===== config.mk =====
export PLATFORM = sky130hd
export DESIGN_NAME = alu_cmd_ctrl
export DESIGN_NICKNAME = d
export VERILOG_FILES = /design/src/rtl/alu_cmd_ctrl.sv
export SDC_FILE = /design/constraint.sdc
export NUM_CORES = 1
export LEC_CHECK = 0
export BUFFER_PORTS_ARGS = -buffer_cell sky130_fd_sc_hd__buf_4
export CAP_MARGIN = 20
export CORE_MARGIN = 3
export CORE_UTILIZATION = 45
export CTS_BUF_LIST = sky130_fd_sc_hd__clkbuf_4
export DETAILED_ROUTE_END_ITERATION = 7
export GPL_ROUTABILITY_DRIVEN = 0
export GPL_TIMING_DRIVEN = 1
export HOLD_SLACK_MARGIN = 0.15
export PLACE_DENSITY = 0.8
export SLEW_MARGIN = 20
export SYNTH_ARGS = -nofsm -noshare
export SYNTH_HDL_FRONTEND = slang
export SYNTH_SLANG_ARGS = --single-unit

===== constraint.sdc =====
create_clock -name CLK -period 1.6 [get_ports CLK]
set_input_delay 0.32 -clock CLK [delete_from_list [all_inputs] [get_ports CLK]]
set_output_delay 0.32 -clock CLK [all_outputs]
set_load 0.02 [all_outputs]

===== src/rtl/alu_cmd_ctrl.sv =====
// Command-side ALU controller: parses RX bytes into A/B/function commands, pulses ALU_EN
// once per command and returns the 2*DATA_WIDTH-bit result over TX as two bytes, LSB first.
module alu_cmd_ctrl #(
    parameter int DATA_WIDTH     = 8,
    parameter int SELECTION_LINE = 4,
    parameter int TIMEOUT        = 8
) (
    input  logic                      CLK,
    input  logic                      RST,
    input  logic [DATA_WIDTH-1:0]     RX_P_DATA,
    input  logic                      RX_D_VLD,
    output logic [DATA_WIDTH-1:0]     A,
    output logic [DATA_WIDTH-1:0]     B,
    output logic [SELECTION_LINE-1:0] ALU_FUN,
    output logic                      ALU_EN,
    input  logic [2*DATA_WIDTH-1:0]   ALU_OUT,
    input  logic                      OUT_Valid,
    output logic [DATA_WIDTH-1:0]     TX_P_DATA,
    output logic                      TX_D_VLD,
    input  logic                      TX_RDY,
    output logic                      CMD_ERR
);

    localparam int CNT_W = $clog2(TIMEOUT);
    localparam logic [DATA_WIDTH-1:0] CMD_FULL  = DATA_WIDTH'(8'hCC);
    localparam logic [DATA_WIDTH-1:0] CMD_REUSE = DATA_WIDTH'(8'hDD);
    localparam logic [CNT_W-1:0]      CNT_LAST  = CNT_W'(TIMEOUT - 1);

    typedef enum logic [2:0] {
        IDLE,
        GET_A,
        GET_B,
        GET_FUN,
        ALU_REQ,
        ALU_WAIT,
        TX_LO,
        TX_HI
    } state_t;

    state_t                    state_q, state_d;
    logic [DATA_WIDTH-1:0]     a_q, a_d;
    logic [DATA_WIDTH-1:0]     b_q, b_d;
    logic [SELECTION_LINE-1:0] fun_q, fun_d;
    logic [2*DATA_WIDTH-1:0]   result_q, result_d;
    logic [CNT_W-1:0]          cnt_q, cnt_d;
    logic                      err_q, err_d;
    logic                      funBad;

    // A function byte with any bit above the select field is rejected outright.
    assign funBad = (RX_P_DATA >> SELECTION_LINE) != '0;

    always_ff @(posedge CLK) begin
        if (!RST) begin
            state_q  <= IDLE;
            a_q      <= '0;
            b_q      <= '0;
            fun_q    <= '0;
            result_q <= '0;
            cnt_q    <= '0;
            err_q    <= 1'b0;
        end else begin
            state_q  <= state_d;
            a_q      <= a_d;
            b_q      <= b_d;
            fun_q    <= fun_d;
            result_q <= result_d;
            cnt_q    <= cnt_d;
            err_q    <= err_d;
        end
    end

    always_comb begin
        state_d   = state_q;
        a_d       = a_q;
        b_d       = b_q;
        fun_d     = fun_q;
        result_d  = result_q;
        cnt_d     = cnt_q;
        err_d     = 1'b0;
        ALU_EN    = 1'b0;
        TX_D_VLD  = 1'b0;
        TX_P_DATA = '0;

        case (state_q)
            IDLE: begin
                if (RX_D_VLD) begin
                    if (RX_P_DATA == CMD_FULL) begin
                        state_d = GET_A;
                    end else if (RX_P_DATA == CMD_REUSE) begin
                        state_d = GET_FUN;
                    end else begin
                        err_d = 1'b1;
                    end
                end
            end
            GET_A: begin
                if (RX_D_VLD) begin
                    a_d     = RX_P_DATA;
                    state_d = GET_B;
                end
            end
            GET_B: begin
                if (RX_D_VLD) begin
                    b_d     = RX_P_DATA;
                    state_d = GET_FUN;
                end
            end
            GET_FUN: begin
                if (RX_D_VLD) begin
                    if (funBad) begin
                        err_d   = 1'b1;
                        state_d = IDLE;
                    end else begin
                        fun_d   = RX_P_DATA[SELECTION_LINE-1:0];
                        state_d = ALU_REQ;
                    end
                end
            end
            ALU_REQ: begin
                ALU_EN  = 1'b1;
                err_d   = RX_D_VLD;
                cnt_d   = '0;
                state_d = ALU_WAIT;
            end
            // Bytes arriving while busy are dropped and flagged without disturbing the command.
            ALU_WAIT: begin
                err_d = RX_D_VLD;
                if (OUT_Valid) begin
                    result_d = ALU_OUT;
                    state_d  = TX_LO;
                end else if (cnt_q == CNT_LAST) begin
                    err_d   = 1'b1;
                    cnt_d   = '0;
                    state_d = IDLE;
                end else begin
                    cnt_d = cnt_q + CNT_W'(1);
                end
            end
            TX_LO: begin
                TX_D_VLD  = 1'b1;
                TX_P_DATA = result_q[DATA_WIDTH-1:0];
                err_d     = RX_D_VLD;
                if (TX_RDY) begin
                    state_d = TX_HI;
                end
            end
            TX_HI: begin
                TX_D_VLD  = 1'b1;
                TX_P_DATA = result_q[2*DATA_WIDTH-1:DATA_WIDTH];
                err_d     = RX_D_VLD;
                if (TX_RDY) begin
                    state_d = IDLE;
                end
            end
            default: begin
                state_d = IDLE;
            end
        endcase
    end

    assign A       = a_q;
    assign B       = b_q;
    assign ALU_FUN = fun_q;
    assign CMD_ERR = err_q;

endmodule

==> run summary, run 1 <==
The I/O pin count is 60. CTS placed an instance of clkbuf_4 at the clock tree root. After technology mapping, the gate count stands at 220. The element type at the critical path end is a register. The run finished, with violations left. The post-route standard cell area excluding fillers is 2675 um^2. The number of antenna violations at the first check in global routing came to 0. The clock arrives with 0.004073 ns of skew. Measured along the y axis, the die boundary spans 70.73 um.

The placed instances occupy a cell area of 2440 um^2. At the pin with the least slew margin, the transition time is 0.3257 ns. The worst pin sits at a relative slew slack of 78.24%. The peak ir drop on the vdd network is 0.4309 mV. The hold violation count in the final report was 0. The max capacitance violation total is 0. The floorplan has 22 rows. The die covers 5003 um^2.

Once routing completed, OpenROAD measured the worst setup slack at -0.04416 ns. The number of port buffers came out at 59. Leaving out fill and tap cells, the most frequent cell in the layout is buf_4. The power density over the cells is 670.5 nW/um^2.

In this run the horizontal extent of the chip is 70.73 um. The data arrival time of the critical path came out at 1.91 ns. The number of nets still failing antenna checks after routing is 0. The final critical path takes up 102.8% of the cycle.

The buffer levels on the longest clock path is 2. In this run, synthesis produced a sequential element count of 43. The leakage dissipation came out at 1.081 nW.

The net count of the mapped netlist came out at 251. The path class of the tightest hold or removal check is in2reg. The area overhead of the layout relative to synthesis is 41.87%. The average via count per standard cell came out at 5.201. The clock net sink count is 43. The count of TritonRoute iterations in the first routing pass is 4. For this design, the CTS-stage hold fixing added 0 buffers. The count of warnings emitted by yosys is 0. The total detailed-routing wirelength came out at 4997 um. TritonCTS built the clock tree. TritonCTS created 5 clock buffers.

The setup slack after placement came out at -0.1500 ns. The maximum net fanout on the critical path came out at 6. The maximum clock rate came out at 0.6082 GHz.

For this run the aggregate overflow at the end of global routing stands at 0. The via total after detailed routing came out at 1815. The average cell area after synthesis is 8.571 um^2. The final count of pins violating max slew came to 0.

The clock latency at the later pin of the worst-skew pair is 0.36 ns. The final reports fail on negative setup slack. The iteration-0 DRC count of the detailed router came out at 126. In the layout the commonest cells are buf_4, nand2_1, dfxtp_1. The count of non-filler cells in the finished layout is 349. The number of antenna diodes in the final layout is 0. The via count of the first global-routing pass came out at 1770. Setup repair after global routing could not meet its margin everywhere. After clock tree synthesis, the clock-pin slew on the worst setup and hold paths is 0.12 ns. The remaining design rule violation count came out at 0. The global routing usage summed across all routing layers came out at 20.29%. The netlist area before placement came out at 1886 um^2.

The core region is 3854 um^2. The total negative slack is -0.1915 ns. The worst setup path is launched from a register. The H-tree depth came out at 2. The final setup violation count came out at 9. The required time of the critical path is 1.87 ns.

At the end of the flow, the number of nets in the layout was 331. The HPWL reported at the end of detailed placement came out at 3555 um. In the final layout, the share of cells above drive strength 1 is 38.54%. The number of placed cells counting well taps is 332. After detailed routing, the average wire length per cell comes to 14.32 um. The first-pass GRT wire length came out at 8142 um. Summing the sequential cell areas from Yosys gives 45.65% of the chip area. The shortest period the worst path allows is 1.644 ns.

Entering global routing, the biggest net connects 21 pins. The worst setup path category is reg2reg. The initial core utilization came out at 48.93%. The hold slack came out at 0.1908 ns. Yosys mapped the design onto 35 distinct sky130hd cell types.
-- worst max-delay path, cell delays in order, from the launching register on --
cell     delay, ns
dfxtp_4       0.40
buf_6         0.12
or3_4         0.36
a41o_1        0.27
nor2b_4       0.15
o221a_2       0.25
-- final timing paths --
path	from	end	slack, ns	depth (start not counted)
max reg2reg	state_q[1]	state_q[1]	-0.04	5
max	state_q[1]	state_q[1]	-0.04	5
min	RST	state_q[2]	0.19	2
min reg2reg	A[4]	A[4]	0.46	2
-- Yosys cell counts --
library cell	number	area share (%)
a211o_1	1	0.46
a21oi_1	29	7.7
a311oi_1	1	0.46
a41o_1	2	1.1
and2b_1	1	0.40
and3_1	1	0.33
and3b_1	1	0.46
buf_2	1	0.27
buf_6	2	1.2
clkbuf_1	6	1.2
clkbuf_8	1	0.73
dfxtp_1	43	46
dlygate4sd1_1	2	0.93
ha_1	2	1.3
inv_1	5	1.0
mux2i_1	20	11
nand2_1	53	11
nand2b_1	1	0.33
nand3_1	4	1.1
nor2_1	24	4.8
nor2_4	1	0.60
nor2b_1	2	0.66
nor3_4	1	0.86
nor3b_1	2	0.80
nor4bb_1	1	0.53
nor4bb_2	1	0.86
o2111ai_1	2	0.93
o21a_1	2	0.80
o21ai_0	2	0.53
o221a_2	1	0.60
or2b_2	1	0.46
or3_1	1	0.33
or3b_1	1	0.46
or4_4	1	0.60
xnor2_1	1	0.46
-- report_power, final --
group	internal [mW]	switching, mW
Combinational	0.105	0.0911
Sequential	1.07	0.00619
Clock	0.161	0.356
Total	1.34	0.453
-- registers in the layout, summed over array words and instances, names as in the netlist --
register  count
A             8
ALU_FUN       4
B             8
CMD_ERR       1
cnt_q         3
result_q     16
state_q       3
-- cell type report --
| cell class | count | area, um^2 |
|---|---|---|
| flip-flops and latches | 43 | 874.6 |
| well taps | 48 | 60.06 |
| repair buffers | 85 | 665.6 |
| clock buffers | 5 | 37.54 |
| inverters | 5 | 18.77 |
| clock inverters | 3 | 15.01 |
| fillers | 315 | 1179 |
| multi-input cells | 160 | 1003 |
-- logic make-up after synthesis --
group                    synth area share (%)
AO/OA/AOI/OAI                           12.54
flip-flops                              45.65
buffers and inverters                   5.308
multiplexers                            10.62
AND/OR/NAND/NOR                         24.09
adder cells (fa/ha/maj)                 1.327
XOR/XNOR                               0.4646
-- routing by layer --
metal  track usage (%)  part of all wire [%]
met5                 0                     0
met4             6.054                   2.0
met3             5.540                   4.8
met2             34.81                    50
met1             24.76                    43
-- timing repair --
item | CTS | global route
gates resized for setup | 21 | 12
hold endpoints to repair | 0 | 0
pin swaps | 4 | 5
buffers inserted | 8 | 1
setup endpoints to repair | 29 | 18
-- per-stage QoR --
stage / total power, mW / util, %
after floorplan: 1.174 / -
after global placement: 1.276 / 63.31
after detailed placement: 1.280 / 63.31
after CTS: 1.794 / 68.18
after global routing: 1.864 / 69.42
final: 1.794 / 69.42
(Power assumes the default switching activity.)
==> inputs of run 2 (changes only) <==
==> constraint.sdc (replaced) <==
create_clock -name CLK -period 1.6 [get_ports CLK]
set_input_delay 0.24 -clock CLK [delete_from_list [all_inputs] [get_ports CLK]]
set_output_delay 0.24 -clock CLK [all_outputs]
set_load 0.02 [all_outputs]
==> run summary, run 2 (same netlist as run 1, synthesis figures left out) <==
The remaining design rule violation count was 0 (unchanged). The kind of launch point of the worst setup path is a register (unchanged). The pin count of the biggest net entering global routing is 23 (was 21). The iteration-0 DRC count of the detailed router is 142 (was 126).

The clock skew after layout is 0.01127 ns (was 0.004073 ns). The final setup violation count came out at 0 (was 9). The leakage dissipation came out at 1.136 nW (was 1.081 nW). The buffer type at the clock tree root is clkbuf_4 (unchanged). Setup repair after global routing missed its margin: yes (unchanged). The TritonCTS clock tree is built (unchanged).

The max capacitance violation total came to 0 (unchanged). The placeable core area is 3854 um^2 (unchanged). The number of nets in the layout came out at 344 (was 331). The via total after detailed routing came out at 1878 (was 1815). The area overhead of the layout relative to synthesis came out at 49.64% (was 41.87%). The I/O pin count is 60 (unchanged). The number of nets still failing antenna checks after routing is 0 (unchanged). The die boundary height is 70.73 um (unchanged). The worst setup path category is reg2reg (unchanged). The element type at the critical path end is a register (unchanged). The register with the most flip-flops was result_q (unchanged). The HPWL reported at the end of detailed placement came out at 3484 um (was 3555 um). The most common cell after layout, fill and taps aside is buf_4 (unchanged). The portion of the clock cycle consumed by the worst path in the final layout came out at 99.91% (was 102.8%). Status: complete, no violations (was finished with violations). The first-pass GRT wire length is 8231 um (was 8142 um).

The shortest period the worst path allows is 1.599 ns (was 1.644 ns). The number of clock buffers inserted by TritonCTS came out at 5 (unchanged). The cell row count is 22 (unchanged).

The via count of the first global-routing pass came out at 1786 (was 1770). The hold violation count in the final report is 0 (unchanged). The final count of pins violating max slew is 0 (unchanged). The data arrival time of the critical path came out at 1.88 ns (was 1.91 ns). The total negative slack is 0 ns (was -0.1915 ns). The number of port buffers is 59 (unchanged).

The residual overflow from global routing was 0 (unchanged). Commonest cells after routing, fill and taps aside: buf_4, nand2_1, dfxtp_1 (unchanged). The chip width came to 70.73 um (unchanged). The initial core utilization is 48.93% (unchanged).

The CTS clock-pin slew for the worst setup and hold paths is 0.12 ns (about the same). The count of TritonRoute iterations in the first routing pass is 4 (unchanged). The detailed-route wire length per cell came out at 14.84 um (was 14.32 um). The minimum setup slack in the final design came to 0.001468 ns (was -0.04416 ns). The count of non-filler cells in the finished layout came out at 361 (was 349). The clock net sink count came out at 43 (unchanged). The setup slack after placement is -0.08538 ns (was -0.1500 ns). The core utilization of the finished layout is 73.21% (was 69.42%). The maximum net fanout on the critical path is 5 (was 6). The maximum clock rate came to 0.6256 GHz (was 0.6082 GHz). The area of the die came out at 5003 um^2 (unchanged).

The H-tree depth is 2 (unchanged). The required time of the critical path was 1.89 ns (was 1.87 ns). The diode insertion count for antenna repair came out at 0 (unchanged).

The buffer levels on the longest clock path is 2 (unchanged). The proportion of layout cells with a drive suffix above 1 is 33.87% (was 38.54%). The peak ir drop on the vdd network is 0.5300 mV (was 0.4309 mV). The normalized max-slew margin is 69.22% (was 78.24%). The global routing usage summed across all routing layers is 20.39% (was 20.29%). The clock latency at the later pin of the worst-skew pair was 0.34 ns (was 0.36 ns). The transition time at the pin with the least slew margin came out at 0.4555 ns (was 0.3257 ns). The total detailed-routing wirelength came out at 5359 um (was 4997 um). The class of the most critical hold timing path is in2reg (unchanged).

The number of flip-flops in the largest register is 16 (unchanged). The power density over the cells was 638.7 nW/um^2 (was 670.5 nW/um^2). The number of placed cells counting well taps came out at 330 (was 332). The average via count per standard cell is 5.202 (was 5.201). The number of antenna violations at the first check in global routing is 0 (unchanged).
-- run 2: critical path, stage by stage, from the launching register on --
cell	delay, ns
dfxtp_2	0.38
ha_4	0.14
ha_4	0.12
inv_2	0.03
a211o_1	0.35
or3b_1	0.41
a21oi_2	0.12
-- run 2: timing repair --
action	4_1_cts	5_1_grt
hold buffers	17	2
hold endpoints to repair	17	1
setup endpoints to repair	26	19
cloned	0	1
buffers inserted	1	3
pin swaps	0	5
resized for setup	10	16
-- run 2: final timing paths --
kind | depth (start not counted) | end | from | slack (ns)
setup / recovery | 6 | state_q[0] | cnt_q[1] | 0.001
hold / removal | 3 | ALU_FUN[3] | RX_P_DATA[3] | 0.15
setup reg to reg | 6 | state_q[0] | cnt_q[1] | 0.001
hold reg to reg | 2 | result_q[2] | result_q[2] | 0.46
-- run 2: stage by stage --
stage | hold slack [ns] | total power, mW | cell area (um^2)
after floorplan | 0.3575 | 1.174 | 1891
after global placement | 0.4428 | 1.276 | 2437
after detailed placement | 0.4467 | 1.277 | 2437
after CTS | 0.1533 | 1.795 | 2689
after global routing | 0.1681 | 1.879 | 2821
final | 0.1543 | 1.802 | 2821
-- run 2: where the power goes --
group / internal (mW) / total [mW] / leakage [nW] / switching [mW]
Combinational: 0.127 / 0.221 / 0.755 / 0.0939
Clock: 0.164 / 0.501 / 0.0310 / 0.337
Sequential: 1.07 / 1.08 / 0.350 / 0.00761
-- run 2: area by class of cell --
cell class / instances / area, um^2
Multi-Input combinational cell: 160 / 991.0
Fill cell: 281 / 1032
Sequential cell: 43 / 874.6
Clock buffer: 5 / 37.54
Tap cell: 48 / 60.06
Timing Repair Buffer: 98 / 825.8
Clock inverter: 2 / 13.76
Inverter: 5 / 18.77
-- run 2: layer usage --
metal | global-route usage (%) | up-vias | part of all wire (%)
li1 | - | 927 | -
met1 | 23.51 | 882 | 41
met2 | 36.15 | 55 | 52
met3 | 5.398 | 14 | 4.3
met4 | 7.307 | 0 | 2.4
met5 | 0 | - | 0
==> inputs of run 3 (changes only) <==
Settings changed: BUFFER_PORTS_ARGS -buffer_cell sky130_fd_sc_hd__buf_4 to -buffer_cell sky130_fd_sc_hd__buf_2, PLACE_DENSITY 0.8 to 0.77.
Clock period 1.6 ns to 1.8 ns, I/O delays scaled along.
==> run summary, run 3 (same netlist as run 1, synthesis figures left out) <==
The dominant delay contributor by cell family on the critical path is compound AO/OA/AOI/OAI gates (unchanged). The final setup violation count came out at 0 (unchanged). The area overhead of the layout relative to synthesis is 28.80% (was 49.64%).

The final count of pins violating max slew came out at 0 (unchanged). The via count of the first global-routing pass came out at 1641 (was 1786). The normalized max-slew margin is 68.11% (was 69.22%). The first-pass GRT wire length came to 7493 um (was 8231 um). The leakage dissipation was 1.001 nW (was 1.136 nW). The transition time at the pin with the least slew margin is 0.4779 ns (was 0.4555 ns).

The area of the die came out at 5003 um^2 (unchanged). The max capacitance violation total came out at 0 (unchanged). The count of non-filler cells in the finished layout is 342 (was 361). The power density over the cells came out at 649.6 nW/um^2 (was 638.7 nW/um^2). The number of antenna violations at the first check in global routing is 0 (unchanged). The core utilization of the finished layout was 63.02% (was 73.21%).

The post-route standard cell area excluding fillers came out at 2429 um^2 (was 2821 um^2). Commonest cells after routing, fill and taps aside: buf_2, nand2_1, dfxtp_1 (was buf_4, nand2_1, dfxtp_1). The count of TritonRoute iterations in the first routing pass came out at 4 (unchanged). The clock latency at the later pin of the worst-skew pair came out at 0.36 ns (was 0.34 ns).

The hold violation count in the final report is 0 (unchanged). The startpoint of the worst hold path is ALU_OUT[9] (was RX_P_DATA[3]). The average via count per standard cell is 5.050 (was 5.202). The data arrival time of the critical path came out at 1.95 ns (was 1.88 ns). The cell repeated most along the worst path is ha_1 (was ha_4). The class of the most critical hold timing path is in2reg (unchanged). The register with the most flip-flops was result_q (unchanged). The chip width came to 70.73 um (unchanged). The kind of launch point of the worst setup path is a register (unchanged). The required time of the critical path is 2.09 ns (was 1.89 ns). Status: complete, no violations (unchanged). The total detailed-routing wirelength came out at 4423 um (was 5359 um). The CTS clock-pin slew for the worst setup and hold paths is 0.12 ns (about the same). The residual overflow from global routing was 0 (unchanged).

The most common cell after layout, fill and taps aside was buf_2 (was buf_4). The number of flip-flops in the largest register is 16 (unchanged). The buffer levels on the longest clock path is 2 (unchanged).

The element type at the critical path end was a register (unchanged). The number of port buffers is 59 (unchanged). The portion of the clock cycle consumed by the worst path in the final layout came out at 92.60% (was 99.91%). The clock skew after layout was 0.01203 ns (was 0.01127 ns). The detailed-route wire length per cell was 12.93 um (was 14.84 um).

The number of nets still failing antenna checks after routing is 0 (unchanged). The diode insertion count for antenna repair came to 0 (unchanged). Setup repair after global routing missed its margin: no (was yes). The maximum clock rate is 0.6000 GHz (was 0.6256 GHz). The peak ir drop on the vdd network is 0.4717 mV (was 0.5300 mV). The TritonCTS clock tree is built (unchanged).

The worst setup path category is reg2reg (unchanged). The I/O pin count came out at 60 (unchanged). The clock net sink count is 43 (unchanged). The number of nets in the layout was 324 (was 344).

The H-tree depth came out at 2 (unchanged). The number of placed cells counting well taps came out at 319 (was 330). The reg2reg setup slack is 0.13 ns (was 0.001 ns). The cell row count is 22 (unchanged). The buffer type at the clock tree root was clkbuf_4 (unchanged). The iteration-0 DRC count of the detailed router came out at 73 (was 142). The die boundary height was 70.73 um (unchanged). The HPWL reported at the end of detailed placement came out at 3046 um (was 3484 um). The total power of the final layout came out at 1.578 mW (was 1.802 mW). The proportion of layout cells with a drive suffix above 1 is 27.89% (was 33.87%). The initial core utilization came out at 48.93% (unchanged).

The via total after detailed routing was 1727 (was 1878). The startpoint of the most critical setup path was cnt_q[0] (was cnt_q[1]). Ordered cell list for the critical path: ha_1 -> ha_1 -> inv_1 -> a211o_1 -> or3b_1 -> a21oi_1 (was ha_4 -> ha_4 -> inv_2 -> a211o_1 -> or3b_1 -> a21oi_2). The total buffers and inverters traversed by the critical path was 1 (unchanged). The number of clock buffers inserted by TritonCTS is 5 (unchanged). The maximum net fanout on the critical path is 5 (unchanged). The post-detailed-placement cell area came out at 2202 um^2 (was 2437 um^2). The beginning of the worst register-to-register path was cnt_q[0] (was cnt_q[1]). The pin count of the biggest net entering global routing came to 30 (was 23). The placeable core area came out at 3854 um^2 (unchanged). The total negative slack is 0 ns (unchanged). The worst stage delay on the critical path came to 0.37 ns (was 0.41 ns). The remaining design rule violation count came out at 0 (unchanged). The cell with the largest stage delay on the worst path is dfxtp_1 (was or3b_1). The buffers inserted during post-CTS setup optimization came out at 0 (was 1). The shortest period the worst path allows came out at 1.667 ns (was 1.599 ns). The global routing usage summed across all routing layers is 18.33% (was 20.39%).
==> run 3: path summary, 6_finish.rpt <==
check / end / cells past startpoint
min reg2reg: A[4] / 2
min: result_q[9] / 3
max reg2reg: state_q[0] / 6
max: state_q[0] / 6
==> run 3: what timing repair did <==
item / 4_1_cts / 5_1_grt
endpoints found under the hold margin: 15 / 0
endpoints found under the setup margin: 9 / 9
gates resized for setup: 4 / 4
hold buffers: 15 / 0
==> run 3: power by group <==
| part | internal [mW] | leakage [nW] | switching (mW) | total (mW) |
|---|---|---|---|---|
| registers | 0.957 | 0.348 | 0.00611 | 0.963 |
| logic | 0.0724 | 0.624 | 0.0708 | 0.143 |
| clock network | 0.150 | 0.0288 | 0.321 | 0.471 |
| total | 1.18 | 1.00 | 0.398 | 1.58 |
==> run 3: area by class of cell <==
class                           instances  area, um^2
Fill cell                             364        1425
Tap cell                               48       60.06
Multi-Input combinational cell        160       933.4
Clock inverter                          3       20.02
Sequential cell                        43       867.1
Timing Repair Buffer                   78       491.7
Clock buffer                            5       37.54
Inverter                                5       18.77
==> run 3: through the flow <==
step / setup WS [ns] / hold WS [ns]
6_report: 0.1332 / 0.1580
5_1_grt: 0.01099 / 0.1595
4_1_cts: 0.06204 / 0.1540
3_5_place_dp: 0.06042 / 0.4458
3_3_place_gp: 0.1223 / 0.4393
2_1_floorplan: 0.1164 / 0.3875
==> run 3: metal layers <==
| metal | global-route usage (%) | part of all wire, % | vias up |
|---|---|---|---|
| li1 | - | - | 890 |
| met1 | 22.52 | 44 | 783 |
| met2 | 30.69 | 49 | 46 |
| met3 | 4.688 | 4.7 | 8 |
| met4 | 7.098 | 2.0 | 0 |
| met5 | 0 | 0 | - |
==> run 3: worst reg2reg max path: cells and delay by family (launching register included) <==
| family | cells | cell delay, ns |
|---|---|---|
| DFF | 1 | 0.37 |
| and+or+nand+nor | 1 | 0.37 |
| adders and majority gates | 2 | 0.36 |
| buffers and inverters | 1 | 0.05 |
| AOI/OAI and AO/OA | 2 | 0.45 |
